File: config.mk
export PLATFORM = sky130hd
export DESIGN_NAME = btn_conditioner_flat
export DESIGN_NICKNAME = d
export VERILOG_FILES = /design/src/rtl/btn_conditioner_if.sv /design/src/rtl/btn_conditioner.sv /design/src/flat_wrapper.sv
export SDC_FILE = /design/constraint.sdc
export NUM_CORES = 1
export LEC_CHECK = 0
export CAP_MARGIN = 20
export CELL_PAD_IN_SITES_DETAIL_PLACEMENT = 1
export CELL_PAD_IN_SITES_GLOBAL_PLACEMENT = 2
export CORE_MARGIN = 2
export CORE_UTILIZATION = 42
export DETAILED_ROUTE_END_ITERATION = 10
export GPL_TIMING_DRIVEN = 1
export HOLD_SLACK_MARGIN = 0.06
export PLACE_DENSITY_LB_ADDON = 0.1
export SYNTH_ARGS = -nofsm -noshare
export SYNTH_HDL_FRONTEND = slang
export SYNTH_SLANG_ARGS = --single-unit
File: constraint.sdc
create_clock -name clk_1kHz -period 2.5 [get_ports clk_1kHz]
set_input_delay 0.625 -clock clk_1kHz [delete_from_list [all_inputs] [get_ports clk_1kHz]]
set_output_delay 0.625 -clock clk_1kHz [all_outputs]
set_load 0.01 [all_outputs]
File: src/rtl/btn_conditioner_if.sv
// Front-panel button bundle: raw buttons in, conditioned levels/pulses and key code out.
// The master side is the conditioner; the slave side is the panel/consumer.
interface btn_conditioner_if;
    logic [15:0] i_btns_raw;
    logic [15:0] o_btns;
    logic [15:0] o_press;
    logic [15:0] o_release;
    logic        o_key_valid;
    logic [3:0]  o_key_code;

    modport master (
        input  i_btns_raw,
        output o_btns, o_press, o_release, o_key_valid, o_key_code
    );

    modport slave (
        output i_btns_raw,
        input  o_btns, o_press, o_release, o_key_valid, o_key_code
    );
endinterface

File: src/rtl/btn_conditioner.sv
// 16-button synchroniser, debouncer, edge detector and auto-repeat with a priority key code.
// Level change visible DEBOUNCE_MS+2 edges after a stable raw edge; no backpressure, pulses are one cycle.
module btn_conditioner #(
    parameter int unsigned DEBOUNCE_MS  = 20,
    parameter int unsigned REPEAT_DELAY = 500,
    parameter int unsigned REPEAT_RATE  = 100,
    parameter logic [15:0] REPEAT_EN    = 16'h0000
) (
    input  logic             clk_1kHz,
    input  logic             resetn,
    btn_conditioner_if.master bus
);

    localparam logic [7:0] DEB_LAST  = 8'(DEBOUNCE_MS - 1);
    localparam logic [9:0] DLY_LAST  = 10'(REPEAT_DELAY - 1);
    localparam logic [9:0] RATE_LAST = 10'(REPEAT_RATE - 1);

    logic [15:0] sync1, sync2, level, press_q, rel_q, rpt;
    logic [7:0]  deb_cnt  [16];
    logic [9:0]  hold_cnt [16];

    logic [15:0] accept, rise, fall, rep_hit, rpt_nxt;
    logic [7:0]  deb_nxt  [16];
    logic [9:0]  hold_nxt [16];
    logic [3:0]  key_code;

    always_comb begin
        accept  = '0;
        rise    = '0;
        fall    = '0;
        rep_hit = '0;
        rpt_nxt = '0;
        for (int i = 0; i < 16; i++) begin
            deb_nxt[i]  = '0;
            hold_nxt[i] = '0;
            accept[i]   = (sync2[i] != level[i]) && (deb_cnt[i] == DEB_LAST);
            if ((sync2[i] != level[i]) && !accept[i])
                deb_nxt[i] = deb_cnt[i] + 8'd1;
            rise[i] = accept[i] & sync2[i];
            fall[i] = accept[i] & ~sync2[i];
            // A release in this cycle suppresses a repeat that would land on the same edge.
            rep_hit[i] = REPEAT_EN[i] & level[i] & ~fall[i] &
                         (rpt[i] ? (hold_cnt[i] == RATE_LAST) : (hold_cnt[i] == DLY_LAST));
            if (REPEAT_EN[i] && level[i] && !fall[i]) begin
                if (rep_hit[i]) begin
                    rpt_nxt[i] = 1'b1;
                end else begin
                    hold_nxt[i] = hold_cnt[i] + 10'd1;
                    rpt_nxt[i]  = rpt[i];
                end
            end
        end
    end

    always_ff @(posedge clk_1kHz or negedge resetn) begin
        if (!resetn) begin
            sync1   <= '0;
            sync2   <= '0;
            level   <= '0;
            press_q <= '0;
            rel_q   <= '0;
            rpt     <= '0;
            for (int i = 0; i < 16; i++) begin
                deb_cnt[i]  <= '0;
                hold_cnt[i] <= '0;
            end
        end else begin
            sync1   <= bus.i_btns_raw;
            sync2   <= sync1;
            level   <= level ^ accept;
            press_q <= rise | rep_hit;
            rel_q   <= fall;
            rpt     <= rpt_nxt;
            for (int i = 0; i < 16; i++) begin
                deb_cnt[i]  <= deb_nxt[i];
                hold_cnt[i] <= hold_nxt[i];
            end
        end
    end

    // Scan downwards so the lowest set index is the last one written.
    always_comb begin
        key_code = '0;
        for (int i = 15; i >= 0; i--) begin
            if (press_q[i])
                key_code = 4'(i);
        end
    end

    assign bus.o_btns      = level;
    assign bus.o_press     = press_q;
    assign bus.o_release   = rel_q;
    assign bus.o_key_valid = |press_q;
    assign bus.o_key_code  = key_code;

endmodule

File: src/flat_wrapper.sv
// flat-port wrapper written by rule: the top's interface ports become plain ports
module btn_conditioner_flat 
#(
    parameter int unsigned DEBOUNCE_MS  = 20,
    parameter int unsigned REPEAT_DELAY = 500,
    parameter int unsigned REPEAT_RATE  = 100,
    parameter logic [15:0] REPEAT_EN    = 16'h0000
)
  (clk_1kHz, resetn, bus_i_btns_raw, bus_o_btns, bus_o_press, bus_o_release, bus_o_key_valid, bus_o_key_code);
  btn_conditioner_if bus_i ();
  input  logic clk_1kHz;
  input  logic resetn;
  input wire logic [$bits(bus_i.i_btns_raw)-1:0] bus_i_btns_raw;
  output wire logic [$bits(bus_i.o_btns)-1:0] bus_o_btns;
  output wire logic [$bits(bus_i.o_press)-1:0] bus_o_press;
  output wire logic [$bits(bus_i.o_release)-1:0] bus_o_release;
  output wire logic [$bits(bus_i.o_key_valid)-1:0] bus_o_key_valid;
  output wire logic [$bits(bus_i.o_key_code)-1:0] bus_o_key_code;
  assign bus_i.i_btns_raw = bus_i_btns_raw;
  assign bus_o_btns = bus_i.o_btns;
  assign bus_o_press = bus_i.o_press;
  assign bus_o_release = bus_i.o_release;
  assign bus_o_key_valid = bus_i.o_key_valid;
  assign bus_o_key_code = bus_i.o_key_code;
  btn_conditioner #(.DEBOUNCE_MS(DEBOUNCE_MS), .REPEAT_DELAY(REPEAT_DELAY), .REPEAT_RATE(REPEAT_RATE), .REPEAT_EN(REPEAT_EN)) u_core (.clk_1kHz(clk_1kHz), .resetn(resetn), .bus(bus_i));
endmodule
======== Word level (Yosys, flattened, before mapping) ========
Cells that the tools add are included.
storage, ports and cells
  bits in registers ....................... 208
  output and inout port bits .............. 53
cells by class
  muxes and demuxes ....................... 32
  add/subtract/negate cells ............... 16
  bitwise logic cells ..................... 49
  reductions and logical operators ........ 49
  eq/ne operators ......................... 32
operator list
  kind                                                                    count
  8-bit by 1-bit adder with 8-bit output (second input constant)          16
  8-bit by 5-bit equality test with 1-bit output (second input constant)  16
  8-bit two-way mux                                                       16
  4-bit two-way mux                                                       16
  1-bit bitwise AND                                                       32
  1-bit logical AND                                                       32
  1-bit zero test                                                         16
  1-bit != test                                                           16
  1-bit NOT                                                               16
  16-bit OR reduction                                                     1
  16-bit bitwise XOR                                                      1

======== Logic depth before layout (Yosys ltp) ========
  depth in word-level cells ............... 16
  mapped depth ............................ 5
  gate-level depth less buffers ........... 5

======== Least setup slack after synthesis ========
OpenSTA, ideal clock, no wires.
  path type ............................... reg-to-output
  start point ............................. reg u_core.press_q[7], in the netlist u_core.bus.o_press[7]
  end point ............................... out bus_o_key_code[3]
  buffers on the path ..................... 0
  path slack .............................. 0.714 ns
  stages on the path, launching flop included .. 3
  data arrival time ....................... 1.161 ns
  path through ............................ dfrtp_1 -> nor4_1 -> nor3b_1
between the ends
  word-level cells in the longest chain between the ends .. 8
ends and longest elaborated chain
  item                             line                   RTL
  from (decl)                      btn_conditioner.sv:18  logic [15:0] sync1, sync2, level, press_q, rel_q, rpt;
  from (signal assigned)           btn_conditioner.sv:71  press_q <= rise | rep_hit;
  4-bit two-way mux (8 in series)  btn_conditioner.sv:85  if (press_q[i])
  to (decl)                        flat_wrapper.sv:18     output wire logic [$bits(bus_i.o_key_code)-1:0] bus_o_key_code;
Every way passes these cells.

======== Final worst setup path ========
  start point ............................. reg u_core.press_q[8], in the netlist u_core.bus.o_press[8]
  end point ............................... out bus_o_key_code[2]
between the ends
  word-level cells in the longest chain between the ends .. 9
ends and longest elaborated chain
  item                             line
  4-bit two-way mux (9 in series)  btn_conditioner.sv:85
Every way passes these cells.

==> results.py <==
metrics = {
    "synth": {
        "syn-cell-area_sq_um": 8620,
        "ys_async_sr_fraction_pct": 100,
        "yosysMostFrequentCell": "dfrtp_1",
        "ys_seq_elements": 208,
        "synth_ff_type": "dfrtp_1",
        "synth_area_leaders": "dfrtp_1, xor2_1, nor2_1",
        "ys_types": 38,
        "syn_inst": 757,
        "synth-seq-area-share_pct": 60.4,
        "avgSynthCellArea_sq_um": 11.4,
        "ys_warn_count": 0,
        "synth.top_cell.area_share_pct": 60.4,
        "synth_common_cells": "dfrtp_1, nor2_1, nand3_1, xor2_1, xnor2_1",
        "yosysTopAreaCell": "dfrtp_1",
        "synthesis.nets": 791,
        "synth_edf_count": 0,
    },
    "power": {
        "p_per_area_nw_per_um2": 709,
        "netSwitchingPower_mw": 1.66,
        "ir_worst_vdd_uv": 554,
        "p_int_mw": 5.87,
        "clock_power_share_pct": 48.9,
        "p_leak_nw": 4.68,
        "finalPower_mw": 7.53,
        "combPwrFrac_pct": 3.9,
        "power_frac_seq_pct": 47.2,
        "switching_share_pct": 22.0,
    },
    "timing": {
        "fin_skew_ps": 12.7,
        "max_slew_margin_pct": 63.6,
        "period_needed_ps": 2390,
        "finalMaxSlewViolations": 0,
        "finalSetupTns_ps": 0,
        "setup_violations": 0,
        "whs_ps": 75.3,
        "setup_ws_ps": 111,
        "final_hold_viol_count": 0,
        "fmax_mhz": 419,
        "rsz0062_at_grt": "false",
        "fin_crit_sh_pct": 95.6,
        "worstMarginPinSlew_ps": 545,
    },
    "cells_and_area": {
        "layout.cells.non_filler": 1150,
        "multi_input_area_sq_um": 3370,
        "areaGrowthSynthToFinish_pct": 23.2,
        "design_area_sq_um": 10600,
        "regArea_sq_um": 5210,
        "fillCellCount": 2163,
        "n_antenna_cell": 0,
        "postLayoutCoreUtil_pct": 52.6,
        "nNetsFinal": 896,
        "drive_gt1_share_pct": 9.43,
    },
    "clock_tree": {
        "clkLatencyLatePin_ps": 510,
        "clockBufferDepth": 3,
        "clkTransAtPathRegs_ps": 60,
        "cts_made_buffers": 25,
        "clock-sinks": 208,
        "cts_root_buf": "clkbuf_16",
        "htree_levels": 1,
        "cts_tree": "done",
    },
    "worst_setup_path": {
        "max_stage_delay_ps": 420,
        "r2r_end": "u_core.bus.o_press[6]",
        "critPathRequiredTime_ps": 1880,
        "worstSetupPathType": "register to output pin",
        "crit_chain": "nor4_4 -> buf_4 -> nand2_1 -> a21oi_2 -> buf_2",
        "reg2reg_from": "u_core.deb_cnt[72]",
        "r2r_setup_slack_ps": 740,
        "critPathSlowestCell": "dfrtp_2",
        "startpoint_type": "register",
        "worstRegToRegCells": 4,
        "arrival_ps": 1760,
        "endpoint_kind": "output pin",
        "worstPathMaxFanout": 2,
    },
    "grt": {
        "grt_overflow": 0,
        "antenna_found_initial": 0,
        "grt_pass1_vias": 6445,
        "grt_max_degree": 59,
        "grt_use_total_pct": 18.1,
        "grt_pass1_wl_um": 32100,
    },
    "floorplan": {
        "start_util_pct": 42.7,
        "row_count": 52,
        "die_area_sq_um": 21700,
        "fp.dieH_um": 147,
        "die_w_um": 147,
        "core-area_sq_um": 20200,
        "io_pins": 71,
    },
    "drt": {
        "drc": 0,
        "wl_per_cell_um": 16.3,
        "routed_wl_um": 18700,
        "first_pass_iters": 4,
        "via_per_inst": 5.10,
        "ant_nets": 0,
        "drtIter0Drc": 138,
        "dr_total_vias": 5863,
    },
    "place": {
        "dp_slack_ps": 84.2,
        "placed_cells": 1102,
        "hpwl_um": 13000,
        "place_congestion": 0.823,
        "placed_area_sq_um": 9730,
        "place.port_buffers": 70,
    },
    "status": {
        "status": "completed",
    },
    "min_path": {
        "min_path_type": "input pin to asynchronous set/reset pin",
    },
    "job": {
        "drv_cap": 0,
    },
}
## cell families (layout without fill, tap and decap cells)
logic type	count (synthesis)	after routing	share of synthesized area [%]
and+or+nand+nor	357	357	21.7
DFF	208	208	60.4
xor gates and xnor gates	95	95	9.66
AOI/OAI and AO/OA	42	42	2.64
buffers and inverters	21	144	0.915
muxes	18	18	2.38
adders and majority gates	16	16	2.32
## worst max-delay path, delay by kind of cell, from the launching register on
| kind | cells | cell delay [ps] |
|---|---|---|
| AND/OR/NAND/NOR | 2 | 340 |
| AO/OA/AOI/OAI | 1 | 180 |
| flip-flops | 1 | 420 |
| buffers and inverters | 2 | 300 |
## power by group through the flow
stage               Combinational (mW)  Sequential [mW]  Clock [mW]
detailed placement               0.302             3.61           0
CTS                              0.306             3.55        3.80
global placement                 0.288             3.60           0
finish                           0.293             3.55        3.68
floorplan                        0.156             3.58           0
global route                     0.342             3.56        3.95
## sequential cells by signal, summed over array words and instances (netlist names), named ones only
name and cells:
u_core.bus.o_release 16, u_core.bus.o_press 16, u_core.sync1 16, u_core.deb_cnt 128, u_core.sync2 16
## worst max path at each step
stage	startpoint	end	slack, ps	cells past startpoint
after global placement	u_core.bus.o_press[4]	bus_o_key_code[3]	90	4
after floorplan	u_core.bus.o_press[7]	bus_o_key_code[3]	710	2
after global routing	u_core.bus.o_press[8]	bus_o_key_code[2]	2	5
after CTS	u_core.bus.o_press[4]	bus_o_key_code[3]	-20	4
final	u_core.bus.o_press[8]	bus_o_key_code[2]	110	5
after detailed placement	u_core.bus.o_press[4]	bus_o_key_code[3]	80	4
## layout by cell type, fill, tap and decap left out, types with 12 or more instances in the layout
| cell type | instances |
|---|---|
| xnor2_1 | 40 |
| nor2_1 | 126 |
| nand3_1 | 66 |
| clkdlybuf4s50_1 | 64 |
| mux2_2 | 16 |
| xor2_1 | 55 |
| nor3b_1 | 38 |
| nand2_1 | 32 |
| dfrtp_1 | 206 |
| inv_1 | 21 |
| or3_1 | 12 |
| ha_1 | 16 |
| a21oi_1 | 18 |
| clkbuf_16 | 25 |
| and3_1 | 17 |
| o21ai_0 | 16 |
| nand2b_1 | 18 |
## routing by layer
| layer | global-route usage [%] | wire, um | up-vias |
|---|---|---|---|
| met2 | 32.0 | 9470 | 68 |
| met1 | 23.3 | 8220 | 2976 |
| met4 | 4.18 | 421 | 0 |
| li1 | - | - | 2789 |
| met3 | 3.20 | 615 | 30 |
| met5 | 0 | 0 | - |
## final cells by class
type / instances / share of cell area, %
inverter: 21 / 0.742
timing repair buffer: 78 / 7.32
clock inverter: 13 / 1.71
multi-input combinational: 528 / 31.8
sequential: 208 / 49.0
tap: 270 / 3.18
clock buffer: 32 / 6.23
## what timing repair did
| item | in CTS | in global routing |
|---|---|---|
| buffers inserted | 2 | 1 |
| cloned | 0 | 0 |
| endpoints found under the setup margin | 5 | 5 |
| resized for setup | 18 | 10 |
| pin swaps | 2 | 6 |
| hold buffers | 0 | 0 |
Note: power is estimated with default switching activity, not from simulation.
